$ cat src/rtl/icache_refill_controller_if.sv
// icache_refill_controller_if: miss, flush, memory and cache-fill signals
// of the instruction cache refill controller.
interface icache_refill_controller_if #(
  parameter int NFU = 2,
  parameter int NCACHE_ENTRIES = 256,
  parameter int PHYSICAL_ADDRESS_LENGTH = 56
);
  localparam int PA    = PHYSICAL_ADDRESS_LENGTH;
  localparam int CI    = $clog2(NCACHE_ENTRIES);
  localparam int CLI   = $clog2(NFU * 4);
  localparam int TAG   = PA - CI - CLI;
  localparam int LINEW = NFU * 32 + 1 + TAG;

  logic             miss_req;
  logic [PA-1:0]    miss_addr;
  logic             miss_done;
  logic             flush_req;
  logic             flush_done;
  logic             busy;
  logic             mem_req_valid;
  logic             mem_req_ready;
  logic [PA-1:0]    mem_req_addr;
  logic             mem_resp_valid;
  logic [31:0]      mem_resp_data;
  logic             fill_we;
  logic [CI-1:0]    fill_index;
  logic [LINEW-1:0] fill_line;

  modport master (
    input  miss_req, miss_addr, flush_req,
    input  mem_req_ready, mem_resp_valid,
    input  mem_resp_data,
    output miss_done, flush_done, busy,
    output mem_req_valid, mem_req_addr,
    output fill_we, fill_index, fill_line
  );

  modport slave (
    output miss_req, miss_addr, flush_req,
    output mem_req_ready, mem_resp_valid,
    output mem_resp_data,
    input  miss_done, flush_done, busy,
    input  mem_req_valid, mem_req_addr,
    input  fill_we, fill_index, fill_line
  );
endinterface

$ cat src/rtl/icache_refill_controller.sv
// icache_refill_controller: serial line refill plus flush sweep.
// Define ICACHE_REFILL_PERF_EN to add the performance counters.
module icache_refill_controller #(
  parameter int NFU = 2,
  parameter int NCACHE_ENTRIES = 256,
  parameter int PHYSICAL_ADDRESS_LENGTH = 56
) (
  input  logic clk,
  input  logic rst,
  icache_refill_controller_if.master bus
`ifdef ICACHE_REFILL_PERF_EN
  ,
  output logic [31:0] perf_miss_count,
  output logic [31:0] perf_refill_cycles,
  output logic [15:0] perf_flush_count
`endif
);
  localparam int PA  = PHYSICAL_ADDRESS_LENGTH;
  localparam int CI  = $clog2(NCACHE_ENTRIES);
  localparam int CLI = $clog2(NFU * 4);
  localparam int TAG = PA - CI - CLI;
  localparam int DW  = NFU * 32;
  localparam int KW  = $clog2(NFU + 1);
  localparam logic [PA-1:0] LMASK =
    ~PA'((64'd1 << CLI) - 64'd1);

  typedef enum logic [2:0] {
    S_IDLE,
    S_FLUSH,
    S_REQ,
    S_RESP,
    S_WRITE
  } state_e;

  state_e         state_q, state_d;
  logic [KW-1:0]  k_q, k_d;
  logic [CI-1:0]  cnt_q, cnt_d;
  logic [CI-1:0]  idx_q, idx_d;
  logic [TAG-1:0] tag_q, tag_d;
  logic [PA-1:0]  base_q, base_d;
  logic [DW-1:0]  data_q, data_d;

  always_ff @(posedge clk) begin
    if (rst) begin
      state_q <= S_IDLE;
      k_q     <= '0;
      cnt_q   <= '0;
      idx_q   <= '0;
      tag_q   <= '0;
      base_q  <= '0;
      data_q  <= '0;
    end else begin
      state_q <= state_d;
      k_q     <= k_d;
      cnt_q   <= cnt_d;
      idx_q   <= idx_d;
      tag_q   <= tag_d;
      base_q  <= base_d;
      data_q  <= data_d;
    end
  end

  always_comb begin
    state_d = state_q;
    k_d     = k_q;
    cnt_d   = cnt_q;
    idx_d   = idx_q;
    tag_d   = tag_q;
    base_d  = base_q;
    data_d  = data_q;

    bus.busy          = (state_q != S_IDLE);
    bus.mem_req_valid = 1'b0;
    bus.mem_req_addr  = '0;
    bus.fill_we       = 1'b0;
    bus.fill_index    = '0;
    bus.fill_line     = '0;
    bus.miss_done     = 1'b0;
    bus.flush_done    = 1'b0;

    unique case (state_q)
      S_IDLE: begin
        if (bus.flush_req) begin
          state_d = S_FLUSH;
          cnt_d   = '0;
        end else if (bus.miss_req) begin
          state_d = S_REQ;
          k_d     = '0;
          idx_d   = bus.miss_addr[CLI+CI-1:CLI];
          tag_d   = bus.miss_addr[PA-1:CI+CLI];
          base_d  = bus.miss_addr & LMASK;
          data_d  = '0;
        end
      end
      S_FLUSH: begin
        bus.fill_we    = 1'b1;
        bus.fill_index = cnt_q;
        cnt_d          = cnt_q + 1'b1;
        if (cnt_q == CI'(NCACHE_ENTRIES - 1)) begin
          bus.flush_done = 1'b1;
          cnt_d          = '0;
          state_d        = S_IDLE;
        end
      end
      S_REQ: begin
        bus.mem_req_valid = 1'b1;
        bus.mem_req_addr  = base_q | PA'({k_q, 2'b00});
        if (bus.mem_req_ready) begin
          state_d = S_RESP;
        end
      end
      S_RESP: begin
        if (bus.mem_resp_valid) begin
          data_d[32*k_q +: 32] = bus.mem_resp_data;
          k_d = k_q + 1'b1;
          // k reaches NFU here, so the line is complete
          if (k_q == KW'(NFU - 1)) begin
            state_d = S_WRITE;
          end else begin
            state_d = S_REQ;
          end
        end
      end
      S_WRITE: begin
        bus.fill_we    = 1'b1;
        bus.fill_index = idx_q;
        bus.fill_line  = {1'b1, tag_q, data_q};
        bus.miss_done  = 1'b1;
        k_d            = '0;
        state_d        = S_IDLE;
      end
      default: state_d = S_IDLE;
    endcase
  end

`ifdef ICACHE_REFILL_PERF_EN
  always_ff @(posedge clk) begin
    if (rst) begin
      perf_miss_count    <= '0;
      perf_refill_cycles <= '0;
      perf_flush_count   <= '0;
    end else begin
      if (bus.miss_done) begin
        perf_miss_count <= perf_miss_count + 1'b1;
      end
      if (state_q == S_REQ || state_q == S_RESP) begin
        perf_refill_cycles <= perf_refill_cycles + 1'b1;
      end
      if (bus.flush_done) begin
        perf_flush_count <= perf_flush_count + 1'b1;
      end
    end
  end
`endif
endmodule

$ cat src/flat_wrapper.sv
// flat-port wrapper written by rule: the top's interface ports become plain ports
module icache_refill_controller_flat 
#(
  parameter int NFU = 2,
  parameter int NCACHE_ENTRIES = 256,
  parameter int PHYSICAL_ADDRESS_LENGTH = 56
)
  (clk, rst, bus_miss_req, bus_miss_addr, bus_flush_req, bus_mem_req_ready, bus_mem_resp_valid, bus_mem_resp_data, bus_miss_done, bus_flush_done, bus_busy, bus_mem_req_valid, bus_mem_req_addr, bus_fill_we, bus_fill_index, bus_fill_line);
  icache_refill_controller_if #(.NFU(NFU), .NCACHE_ENTRIES(NCACHE_ENTRIES), .PHYSICAL_ADDRESS_LENGTH(PHYSICAL_ADDRESS_LENGTH)) bus_i ();
  input  logic clk;
  input  logic rst;
  input wire logic [$bits(bus_i.miss_req)-1:0] bus_miss_req;
  input wire logic [$bits(bus_i.miss_addr)-1:0] bus_miss_addr;
  input wire logic [$bits(bus_i.flush_req)-1:0] bus_flush_req;
  input wire logic [$bits(bus_i.mem_req_ready)-1:0] bus_mem_req_ready;
  input wire logic [$bits(bus_i.mem_resp_valid)-1:0] bus_mem_resp_valid;
  input wire logic [$bits(bus_i.mem_resp_data)-1:0] bus_mem_resp_data;
  output wire logic [$bits(bus_i.miss_done)-1:0] bus_miss_done;
  output wire logic [$bits(bus_i.flush_done)-1:0] bus_flush_done;
  output wire logic [$bits(bus_i.busy)-1:0] bus_busy;
  output wire logic [$bits(bus_i.mem_req_valid)-1:0] bus_mem_req_valid;
  output wire logic [$bits(bus_i.mem_req_addr)-1:0] bus_mem_req_addr;
  output wire logic [$bits(bus_i.fill_we)-1:0] bus_fill_we;
  output wire logic [$bits(bus_i.fill_index)-1:0] bus_fill_index;
  output wire logic [$bits(bus_i.fill_line)-1:0] bus_fill_line;
  assign bus_i.miss_req = bus_miss_req;
  assign bus_i.miss_addr = bus_miss_addr;
  assign bus_i.flush_req = bus_flush_req;
  assign bus_i.mem_req_ready = bus_mem_req_ready;
  assign bus_i.mem_resp_valid = bus_mem_resp_valid;
  assign bus_i.mem_resp_data = bus_mem_resp_data;
  assign bus_miss_done = bus_i.miss_done;
  assign bus_flush_done = bus_i.flush_done;
  assign bus_busy = bus_i.busy;
  assign bus_mem_req_valid = bus_i.mem_req_valid;
  assign bus_mem_req_addr = bus_i.mem_req_addr;
  assign bus_fill_we = bus_i.fill_we;
  assign bus_fill_index = bus_i.fill_index;
  assign bus_fill_line = bus_i.fill_line;
  icache_refill_controller #(.NFU(NFU), .NCACHE_ENTRIES(NCACHE_ENTRIES), .PHYSICAL_ADDRESS_LENGTH(PHYSICAL_ADDRESS_LENGTH)) u_core (.clk(clk), .rst(rst), .bus(bus_i));
endmodule
$ cat config.mk
export PLATFORM = sky130hd
export DESIGN_NAME = icache_refill_controller_flat
export DESIGN_NICKNAME = d
export VERILOG_FILES = /design/src/rtl/icache_refill_controller_if.sv /design/src/rtl/icache_refill_controller.sv /design/src/flat_wrapper.sv
export SDC_FILE = /design/constraint.sdc
export NUM_CORES = 1
export LEC_CHECK = 0
export ABC_AREA = 1
export CAP_MARGIN = 20
export CORE_MARGIN = 4
export CORE_UTILIZATION = 47
export DETAILED_ROUTE_END_ITERATION = 6
export PLACE_DENSITY = 0.86
export REMOVE_ABC_BUFFERS = 1
export SYNTH_ARGS = -nofsm -noshare
export SYNTH_HDL_FRONTEND = slang
export SYNTH_SLANG_ARGS = --single-unit
$ cat constraint.sdc
create_clock -name clk -period 3.46 [get_ports clk]
set_input_delay 1.038 -clock clk [delete_from_list [all_inputs] [get_ports clk]]
set_output_delay 1.038 -clock clk [all_outputs]
set_load 0.03 [all_outputs]
==> results of run 1 <==
what timing repair did:
action,in CTS,in global routing
endpoints found under the hold margin,0,0
pin swaps,0,0
endpoints found under the setup margin,39,42
resized for setup,39,5
registers in the layout (all words and copies together), names as in the netlist:
name	count
u_core.tag_q	44
u_core.k_q	2
u_core.data_q	64
u_core.state_q	3
u_core.cnt_q	8
u_core.base_q	2
u_core.idx_q	7
per-layer routing:
metal / wire (µm) / vias up
met5: 0 / -
met4: 605 / 0
met2: 10500 / 347
met1: 8730 / 3362
li1: - / 3785
met3: 2150 / 39
Yosys cell counts:
| master | n | area share |
|---|---|---|
| sky130_fd_sc_hd__clkbuf_1 | 48 | 0.027 |
| sky130_fd_sc_hd__inv_1 | 150 | 0.084 |
| sky130_fd_sc_hd__o21ai_0 | 61 | 0.046 |
| sky130_fd_sc_hd__xor2_1 | 1 | 0.0013 |
| sky130_fd_sc_hd__o22ai_1 | 6 | 0.0056 |
| sky130_fd_sc_hd__nand2_1 | 110 | 0.062 |
| sky130_fd_sc_hd__a211oi_1 | 1 | 0.0011 |
| sky130_fd_sc_hd__nand3b_1 | 1 | 0.0011 |
| sky130_fd_sc_hd__nand4_1 | 32 | 0.030 |
| sky130_fd_sc_hd__o211ai_1 | 1 | 0.0011 |
| sky130_fd_sc_hd__buf_6 | 1 | 0.0017 |
| sky130_fd_sc_hd__dfxtp_1 | 130 | 0.39 |
| sky130_fd_sc_hd__a21oi_1 | 121 | 0.091 |
| sky130_fd_sc_hd__nor3_1 | 3 | 0.0022 |
| sky130_fd_sc_hd__nor4_1 | 1 | 0.00094 |
| sky130_fd_sc_hd__a31oi_1 | 1 | 0.00094 |
| sky130_fd_sc_hd__inv_2 | 3 | 0.0017 |
| sky130_fd_sc_hd__buf_2 | 19 | 0.014 |
| sky130_fd_sc_hd__conb_1 | 1 | 0.00056 |
| sky130_fd_sc_hd__ha_1 | 4 | 0.0075 |
| sky130_fd_sc_hd__nor2_2 | 1 | 0.00094 |
| sky130_fd_sc_hd__nand3_1 | 91 | 0.068 |
| sky130_fd_sc_hd__buf_4 | 7 | 0.0079 |
| sky130_fd_sc_hd__nand2_2 | 2 | 0.0019 |
| sky130_fd_sc_hd__buf_1 | 7 | 0.0039 |
| sky130_fd_sc_hd__nor2_1 | 253 | 0.14 |
| sky130_fd_sc_hd__nand2_4 | 1 | 0.0017 |
| sky130_fd_sc_hd__nor2_4 | 3 | 0.0051 |
per-stage QoR:
step           cells  power (mW)
2_1_floorplan    979        3.57
3_3_place_gp    1443        4.21
3_5_place_dp    1443        4.27
4_1_cts         1471        5.90
5_1_grt         1473        6.30
6_report        1473        5.90
logic make-up (layout without fill, tap and decap cells):
family	after synthesis	count (layout)	synth area share
other	1	4	0.000561
buffers and inverters	235	465	0.141
flip-flops	130	130	0.389
AND/OR/NAND/NOR	498	498	0.316
XOR/XNOR	1	1	0.00131
adder cells (fa/ha/maj)	4	4	0.00749
AO/OA/AOI/OAI	191	191	0.145
worst max-delay path, delay by kind of cell (launching register included):
family	cells	cell delay [ps]
buffers and inverters	2	810
flip-flops	1	450
AND/OR/NAND/NOR	3	590
area by class of cell:
type,count,area share
flip-flops and latches,130,0.266
diodes,2,0.000512
clock inverters,7,0.00640
inverters,153,0.0591
multi-input cells,696,0.325
clock buffers,21,0.0471
repair buffers,284,0.273
well taps,180,0.0230
where the power goes:
part / total, mW / internal (mW) / switching [mW] / leakage, nW
Clock: 1.63 / 0.999 / 0.627 / 0.260
Combinational: 2.29 / 0.827 / 1.47 / 2.83
Sequential: 1.98 / 1.83 / 0.152 / 1.07
Total: 5.90 / 3.65 / 2.25 / 4.16
final timing paths:
kind                            slack [ps]  cells after the start           endpoint         startpoint
worst min-delay path                   460                      2  u_core.data_q[61]  u_core.data_q[61]
worst max-delay path                   150                      5     bus_flush_done  u_core.state_q[0]
worst max register to register        1080                      9  u_core.data_q[29]      u_core.k_q[0]
worst min register to register         460                      2  u_core.data_q[61]  u_core.data_q[61]
==> results by stage, run 1 <==
Routing:
- The residual antenna-violating net count after detailed routing is 0.
- For this block, the routed nets add up to 22000 µm of wire.
- The iteration count of the initial detailed-routing pass is 5.
- The average detailed-routed wire length per instance is 14.9 µm.
- The number of vias per cell is 5.11.
- Detailed routing inserted a total of 7533 vias.
- The DRC violation count after routing is 0.
- The detailed router finished its first iteration with 629 violations.

Cells and area:
- The commonest non-fill, non-tap cell in the layout is sky130_fd_sc_hd__nor2_1.
- The number of nets in the layout is 1380.
- For this run, the share of the core covered by cells in the final layout is 0.705.
- The multi-input combinational cells in the finished layout cover a total of 3180 µm².
- In the final layout, flip-flops and latches occupy 2600 µm².
- Relative to the synthesized area, the layout overhead comes to 46.3%.
- In the layout the commonest cells are sky130_fd_sc_hd__nor2_1, sky130_fd_sc_hd__inv_1, sky130_fd_sc_hd__clkdlybuf4s50_1, sky130_fd_sc_hd__dfxtp_1, sky130_fd_sc_hd__a21oi_1.
- The final cell area excluding filler cells is 9780 µm².
- The layout filler cell count is 1157.
- Of the cells placed in the final design, the portion with a size suffix greater than 1 is 0.104.

Timing:
- The post-layout worst setup margin is 151 ps.
- The part of the cycle the worst path needs is 0.956.
- The sum of negative setup slack is 0 ps.
- The final-report hold violation count was 0.
- At the pin with the least slew margin, the transition time is 1100 ps.
- Setup repair after global routing left no endpoint under its margin.
- Between clock sinks in the finished design, the worst skew comes to 9.54 ps.
- The time the worst path needs with I/O delays and setup is 3310 ps.
- The max-slew headroom at the worst pin is 0.261.
- Setup violations remaining at the end of the flow were counted as 0.
- Based on the critical path, the design can be clocked at up to 302 MHz.
- The number of pins exceeding their max-slew limit in the final report is 0.
- The tightest hold margin is 465 ps.

GRT:
- Entering global routing, the biggest net connects 87 pins.
- The number of antenna violations at the first check in global routing is 2.
- After global routing, the most crowded layer is met2.
- In the global route stage, met3 resource usage came out at 0.0895.
- The met2 track demand over resource is 0.429.
- The met1 usage in global routing is 0.318.
- The first global-routing pass estimated 34400 µm of wire.
- The number of global-route vias before repair is 7035.
- After global routing the overflow that remains totals 0.
- For this run, the total global-route usage over all layers was measured as 0.264.

Floorplan:
- The effective utilization at floorplan is 0.482.
- The chip width is 127 µm.
- The number of rows created at floorplan is 43.
- The count of pins on the block boundary is 273.
- The core region is 13900 µm².
- The die area is 16200 µm².
- The die is 127 µm tall.

Critical path:
- Data on the critical path is required at its endpoint by 2420 ps.
- The slowest stage of the critical path belongs to the cell sky130_fd_sc_hd__clkdlybuf4s50_1.
- The worst setup path is captured at an output pin.
- The delay of the slowest cell on the worst path is 690 ps.
- The critical path class is reg -> out.
- The kind of start point of the critical path is a register.
- The endpoint arrival time on the critical path is 2270 ps.
- Among the stages of the critical path, the cell type that occurs most often is sky130_fd_sc_hd__nor2_1.
- Traced cell by cell, the critical path runs through inv_1 -> nor2_1 -> nand2_1 -> nor2_1 -> clkdlybuf4s50_1.
- The top fanout value on the critical path is 12.

Clock network:
- Buffers added to address setup during post-CTS repair amount to 0.
- The number of sinks handled by clock tree synthesis is 130.
- The clock latency on the worst-skew pair is 420 ps.
- The H-tree generated during clock tree synthesis spans 4 levels.
- The hold buffer count at cts is 0.
- Clock tree synthesis selected as its root buffer the cell sky130_fd_sc_hd__clkbuf_16.
- TritonCTS built the clock tree.
- Buffers inserted during clock tree synthesis total 17.
- The clock slew at the register clock pins of the worst setup and hold paths is 50 ps.
- The maximum number of buffers from clock root to sink is 2.

Synth:
- Yosys printed 0 warnings.
- The number of flip-flops and latches in the synthesized netlist is 130.
- After synthesis, the mean cell area works out to 6.31 µm².
- The cell count after synthesis is 1060.
- The part of the Yosys area used for sequential elements is 0.389.
- The synthesized cell area is 6690 µm².
- The number of unique standard cell types used by synthesis is 28.

Place:
- Timing analysis after detailed placement gives a worst setup slack of 307 ps.
- In this run the cell area measured after placement is 9280 µm².
- The final weighted congestion in routability-driven placement is 0.874.
- Detailed placement ended at an HPWL of 15400 µm.
- The count of input and output buffers is 267.

Power:
- Across the VDD grid, the largest voltage drop is 0.000454 V.
- The power density normalized to cell area is 603 nW/µm².
- The static power due to leakage is 4.16 nW.

Outcome:
- The run finished with clean final reports.

Run:
- Max-cap violations in this run came to 0.

Hold path:
- The class of the tightest hold or removal check is reg -> reg.
No activity file was read; power rests on OpenSTA's default activity.
==> inputs of run 2 (changes only) <==
- CORE_ASPECT_RATIO: not set -> 1.2
- TNS_END_PERCENT: not set -> 100
==> run 2 against run 1 <==
  * Combinational power hardly changed
  * Register-to-register slack about the same
  * Clock skew decreased by 4.7 ps
  * Non-clock buffer count is 2 lower
  * Sequential share of layout area fell by 0.15 points
  * First-iteration DRC count grew 1.6%
  * Power increased by 2.8%
  * Design area grew 0.55%
  * Critical path type unchanged
  * Highest routed layer unchanged
==> results by stage, run 2 (synthesis gave the netlist of run 1 again) <==
GRT:
- The number of global-route vias before repair is 7106 (was 7035).
- The combined global-route utilization of all metal layers is 0.257 (was 0.264).
- The number of antenna violations at the first check in global routing is 1 (was 2).
- The global-route wire length before repair is 33900 µm (was 34400 µm).
- The total grt overflow is 0 (unchanged).
- The largest net degree at the start of global routing is 111 (was 87).

Hold path:
- The class of the tightest hold or removal check is reg -> reg (unchanged).
- The number of cells on the worst hold path is 2 (unchanged).
- The hold-critical path endpoint is u_core.data_q[57] (was u_core.data_q[61]).
- The worst min-delay path startpoint was u_core.data_q[57] (was u_core.data_q[61]).

Critical path:
- The top fanout value on the critical path is 12 (unchanged).
- Worst-path cell chain: inv_1 -> nor2_1 -> nand2_1 -> nor2_1 -> clkdlybuf4s50_1 (unchanged).
- The slack of the worst reg-to-reg path is 1070 ps (was 1080 ps).
- The kind of start point of the critical path is a register (unchanged).
- The data required time of the worst path was 2420 ps (about the same).
- The worst flop-to-flop path endpoint is u_core.data_q[58] (was u_core.data_q[29]).
- The critical path class is reg -> out (unchanged).
- The cell type of the slowest stage on the worst timing path is sky130_fd_sc_hd__clkdlybuf4s50_1 (unchanged).
- The cell type with the highest occurrence count on the critical path was sky130_fd_sc_hd__nor2_1 (unchanged).
- The endpoint class of the critical path is an output pin (unchanged).
- The depth of the most critical reg-to-reg path was 8 (was 9).
- The startpoint of the worst-slack reg-to-reg timing path is u_core.k_q[0] (unchanged).
- The endpoint arrival time on the critical path is 2260 ps (was 2270 ps).
- The delay of the slowest cell on the worst path was 690 ps (about the same).

Cells and area:
- The commonest non-fill, non-tap cell in the layout is sky130_fd_sc_hd__nor2_1 (unchanged).
- Most frequent cells in the layout: sky130_fd_sc_hd__nor2_1, sky130_fd_sc_hd__inv_1, sky130_fd_sc_hd__clkdlybuf4s50_1, sky130_fd_sc_hd__dfxtp_1, sky130_fd_sc_hd__a21oi_1 (unchanged).
- The final cell area excluding filler cells is 9830 µm² (was 9780 µm²).
- The number of nets in the layout is 1378 (was 1380).
- The flip-flop count of the largest register after layout was 64 (unchanged).
- The post-layout utilization of the core is 0.709 (was 0.705).
- The most flop-heavy register is u_core.data_q (unchanged).
- The non-filler instance count after layout is 1465 (was 1473).
- Biggest regs: u_core.data_q x64, u_core.tag_q x44, u_core.cnt_q x8 (unchanged).
- The layout filler cell count is 1146 (was 1157).
- The fraction of layout instances using a drive strength above 1 came to 0.104 (about the same).
- The area growth from synthesis to final layout is 47.1% (was 46.3%).

Routing:
- The number of vias per cell is 5.15 (was 5.11).
- The number of design-rule violations left by the first detailed-router iteration came to 639 (was 629).
- The iteration count of the initial detailed-routing pass is 5 (unchanged).
- The DRC violation count after routing is 0 (unchanged).
- The final routed wirelength across all metal layers is 21700 µm (was 22000 µm).
- The residual antenna-violating net count after detailed routing is 0 (unchanged).
- The average detailed-routed wire length per instance was 14.8 µm (was 14.9 µm).
- The count of vias placed by the detailed router is 7539 (was 7533).

Timing:
- The max-slew headroom at the worst pin is 0.369 (was 0.261).
- The final count of negative-setup-slack endpoints is 0 (unchanged).
- The number of pins exceeding their max-slew limit in the final report is 0 (unchanged).
- RSZ-0062 raised after global routing: no (unchanged).
- The actual transition at the worst max-transition pin is 939 ps (was 1100 ps).
- The part of the cycle the worst path needs came to 0.952 (was 0.956).
- The final-report hold violation count was 0 (unchanged).
- The time the worst path needs with I/O delays and setup is 3300 ps (was 3310 ps).
- The maximum frequency from static timing analysis came to 303 MHz (was 302 MHz).
- The worst clock skew was 4.84 ps (was 9.54 ps).
- The post-layout worst setup margin came to 165 ps (was 151 ps).

Place:
- The final weighted congestion in routability-driven placement is 0.840 (was 0.874).
- The placement-stage cell area is 9270 µm² (was 9280 µm²).
- The pre-CTS setup slack was 314 ps (was 307 ps).
- The placed wire-length estimate after detailed placement is 15200 µm (was 15400 µm).
- The count of input and output buffers is 267 (unchanged).
- The number of placed cells counting well taps is 1431 (was 1443).

Clock network:
- The clock latency on the worst-skew pair is 410 ps (was 420 ps).
- The maximum number of buffers from clock root to sink was 2 (unchanged).
- The clock slew at the register clock pins of the worst setup and hold paths is 50 ps (about the same).
- The TritonCTS clock tree was yes (unchanged).
- The post-CTS repair timing setup buffer count is 0 (unchanged).
- The level count of the clock H-tree is 4 (unchanged).
- The number of sinks handled by clock tree synthesis came to 130 (unchanged).
- The TritonCTS buffer count is 17 (unchanged).
- The hold buffer count at cts came to 0 (unchanged).
- The root buffer selected by CTS is sky130_fd_sc_hd__clkbuf_16 (unchanged).

Floorplan:
- The placeable core area is 13900 µm² (about the same).
- The number of rows created at floorplan is 47 (was 43).
- The effective utilization at floorplan is 0.482 (about the same).
- The die area was 16200 µm² (about the same).
- The chip width was 117 µm (was 127 µm).
- The vertical die dimension came to 139 µm (was 127 µm).
- The count of pins on the block boundary is 273 (unchanged).

Run:
- The max-cap check violation count is 0 (unchanged).

Power:
- The power density normalized to cell area is 616 nW/µm² (was 603 nW/µm²).
- The peak supply drop was 0.000611 V (was 0.000454 V).
- The static power due to leakage is 4.16 nW (about the same).

Outcome:
- Outcome: complete, no violations (unchanged).
-- run 2: changes by cell type in the layout (fill, tap and decap cells not counted), moves of 2 or more --
cell and delta:
sky130_fd_sc_hd__buf_4 -4, sky130_fd_sc_hd__bufinv_16 +2, sky130_fd_sc_hd__clkbuf_1 +2, sky130_fd_sc_hd__clkinv_4 +2, sky130_fd_sc_hd__dlygate4sd2_1 +3, sky130_fd_sc_hd__dlymetal6s2s_1 -2
-- run 2: how the worst max path moves through the flow --
stage / start / end / slack [ps] / cells past startpoint
5_1_grt: u_core.state_q[1] / bus_fill_index[1] / 4 / 8
4_1_cts: u_core.state_q[1] / bus_fill_index[2] / 40 / 8
3_5_place_dp: u_core.state_q[1] / bus_fill_line[98] / 310 / 7
3_3_place_gp: u_core.state_q[1] / bus_fill_line[74] / 360 / 7
6_report: u_core.state_q[0] / bus_flush_done / 160 / 5
2_1_floorplan: u_core.state_q[1] / bus_fill_index[1] / -740 / 5
-- run 2: where the power goes --
part / leakage [nW] / internal (mW) / switching, mW
combinational: 2.80 / 0.807 / 1.46
clock: 0.291 / 1.17 / 0.645
sequential: 1.07 / 1.83 / 0.152
-- run 2: worst max-delay path: cells and delay by family (launching register included) --
kind,cells,cell delay (ps)
buffers and inverters,2,810
AND/OR/NAND/NOR,3,580
flip-flops,1,450
-- run 2: timing repair --
item	CTS	global route
hold endpoints to repair	0	0
resized for setup	43	3
setup endpoints to repair	46	42
-- run 2: area by class of cell --
class / instances / area, µm² / share of cell area
clock inverters: 9 / 130 / 0.0132
clock buffers: 23 / 468 / 0.0476
inverters: 153 / 577 / 0.0587
diodes: 1 / 2.50 / 0.000254
multi-input cells: 696 / 3180 / 0.323
well taps: 171 / 214 / 0.0218
flip-flops and latches: 130 / 2600 / 0.265
repair buffers: 282 / 2660 / 0.271
-- run 2: per-layer routing --
metal,vias up,global-route usage,wire length [µm]
met5,-,0,0
met4,0,0.100,532
met3,40,0.0755,1780
met2,322,0.414,10200
met1,3392,0.319,9140
li1,3785,-,-
-- run 2: through the flow --
step / total power [mW] / hold WS [ps] / TNS (ps)
after floorplan: 3.57 / 435 / -74980
final: 6.06 / 465 / 0
after global placement: 4.18 / 451 / 0
after CTS: 6.08 / 464 / 0
after global routing: 6.47 / 484 / 0
after detailed placement: 4.25 / 456 / 0
==> inputs of run 3 (changes only) <==
- TNS_END_PERCENT: 100 -> 50
==> results of run 3 <==
Same layout as run 2: the final DEF is identical, and so are final timing and power.
==> edit: new RTL, config.mk and constraints of run 1 <==
`PHYSICAL_ADDRESS_LENGTH` is set to 56 in 3 places; all go to 84.
--- a/src/rtl/icache_refill_controller_if.sv
+++ b/src/rtl/icache_refill_controller_if.sv
@@ -4,5 +4,5 @@
   parameter int NFU = 2,
   parameter int NCACHE_ENTRIES = 256,
-  parameter int PHYSICAL_ADDRESS_LENGTH = 56
+  parameter int PHYSICAL_ADDRESS_LENGTH = 84
 );
   localparam int PA    = PHYSICAL_ADDRESS_LENGTH;
--- a/src/rtl/icache_refill_controller.sv
+++ b/src/rtl/icache_refill_controller.sv
@@ -4,5 +4,5 @@
   parameter int NFU = 2,
   parameter int NCACHE_ENTRIES = 256,
-  parameter int PHYSICAL_ADDRESS_LENGTH = 56
+  parameter int PHYSICAL_ADDRESS_LENGTH = 84
 ) (
   input  logic clk,
--- a/src/flat_wrapper.sv
+++ b/src/flat_wrapper.sv
@@ -4,5 +4,5 @@
   parameter int NFU = 2,
   parameter int NCACHE_ENTRIES = 256,
-  parameter int PHYSICAL_ADDRESS_LENGTH = 56
+  parameter int PHYSICAL_ADDRESS_LENGTH = 84
 )
   (clk, rst, bus_miss_req, bus_miss_addr, bus_flush_req, bus_mem_req_ready, bus_mem_resp_valid, bus_mem_resp_data, bus_miss_done, bus_flush_done, bus_busy, bus_mem_req_valid, bus_mem_req_addr, bus_fill_we, bus_fill_index, bus_fill_line);
Ports: changed (resized bus_fill_line, bus_mem_req_addr and bus_miss_addr); port bits go from 273 to 357. No check against the original RTL was run, so the function may have changed too.
==> edit against run 1 <==
- global-route usage grew 0.94 points
- clock power up 12%
- area after synthesis up 18%
- power up 15%
- routed wire length grew 23%
- sequential cell count rose by 28
- setup slack got worse by 0.083 ns
- design area up 23%
- critical path type unchanged
==> edit: results (changes against run 1) <==
Routing
  – WL met1: 10500 um (was 8730 um)
  – Wirelength per Cell: 14.9 um (about the same)
  – Drt via density: 4.89 (was 5.11)
  – Routed wl met2: 13400 um (was 10500 um)
  – Post-Route WL: 27000 um (was 22000 um)
  – Initial DRC Count: 566 (was 629)

Timing
  – Hold Slack: 0.470 ns (was 0.465 ns)
  – Setup Skew: 0.0101 ns (was 0.00954 ns)

Run status
  – Status: completed (unchanged)

Placement
  – Pre-CTS setup slack: 0.204 ns (was 0.307 ns)
  – Cells after DPL: 1780 (was 1443)
  – Post-DP HPWL: 19300 um (was 15400 um)
  – Routability-driven placement congestion ratio: 0.887 (was 0.874)
  – DP Area: 11600 um2 (was 9280 um2)

Yosys
  – Post-synth top area share: 0.399 (was 0.389)
  – Post-synth top cells: 379 x nor2_1, 214 x inv_1, 169 x nand2_1 (was 253 x nor2_1, 150 x inv_1, 130 x dfxtp_1)
  – Synth Instances: 1276 (was 1060)
  – Top cells by area, synth: dfxtp_1 40%, nor2_1 18%, inv_1 10%, nand2_1 8.0%, a21oi_1 5.9% (was dfxtp_1 39%, nor2_1 14%, a21oi_1 9.1%, inv_1 8.4%, nand3_1 6.8%)
  – Seq/Total Area, Yosys: 0.399 (was 0.389)

Worst hold path
  – Hold_sp: u_core.idx_q[4] (was u_core.data_q[61])
  – Worst Hold End: u_core.idx_q[4] (was u_core.data_q[61])

Setup path
  – Worst r2r path cells: 8 (was 9)
  – Capturing point of the worst reg2reg path: u_core.data_q[10] (was u_core.data_q[29])
  – Crit path max fanout: 33 (was 12)

Power
  – Power share of the combinational group: 0.368 (was 0.389)
  – Seq pwr: 2.46 mW (was 1.98 mW)
  – VDD IR-drop max: 0.365 mV (was 0.454 mV)

Global routing
  – Antenna violations before repair: 3 (was 2)

Layout
  – Fill cells: 1339 (was 1157)
==> edit: cell types whose count changed after synthesis, sizes merged, moves of 10 or more <==
cell	delta
nand4	-26
nor2	+124
nand2	+57
dfxtp	+28
nand3b	+10
nand3	-42
o21ai	+29
inv	+62
a21oi	-28
==> edit: area by class of cell <==
type                            count  share of cell area
Antenna cell                        3            0.000624
Clock buffer                       18              0.0365
Clock inverter                     14              0.0112
Inverter                          215              0.0675
Multi-Input combinational cell    821               0.296
Sequential cell                   158               0.263
Tap cell                          220              0.0229
Timing Repair Buffer              366               0.303
==> edit: logic make-up (layout without fill, tap and decap cells) <==
group	after synthesis	after routing	synth area share
other	1	5	0.000474
buffers and inverters	298	613	0.155
adders and majority gates	4	4	0.00632
AOI/OAI and AO/OA	189	189	0.121
xor gates and xnor gates	1	1	0.00111
DFF	158	158	0.399
and+or+nand+nor	625	625	0.317
==> edit: repair_timing <==
item	CTS	global route
hold buffers	0	0
setup endpoints to repair	139	20
gates resized for setup	121	21
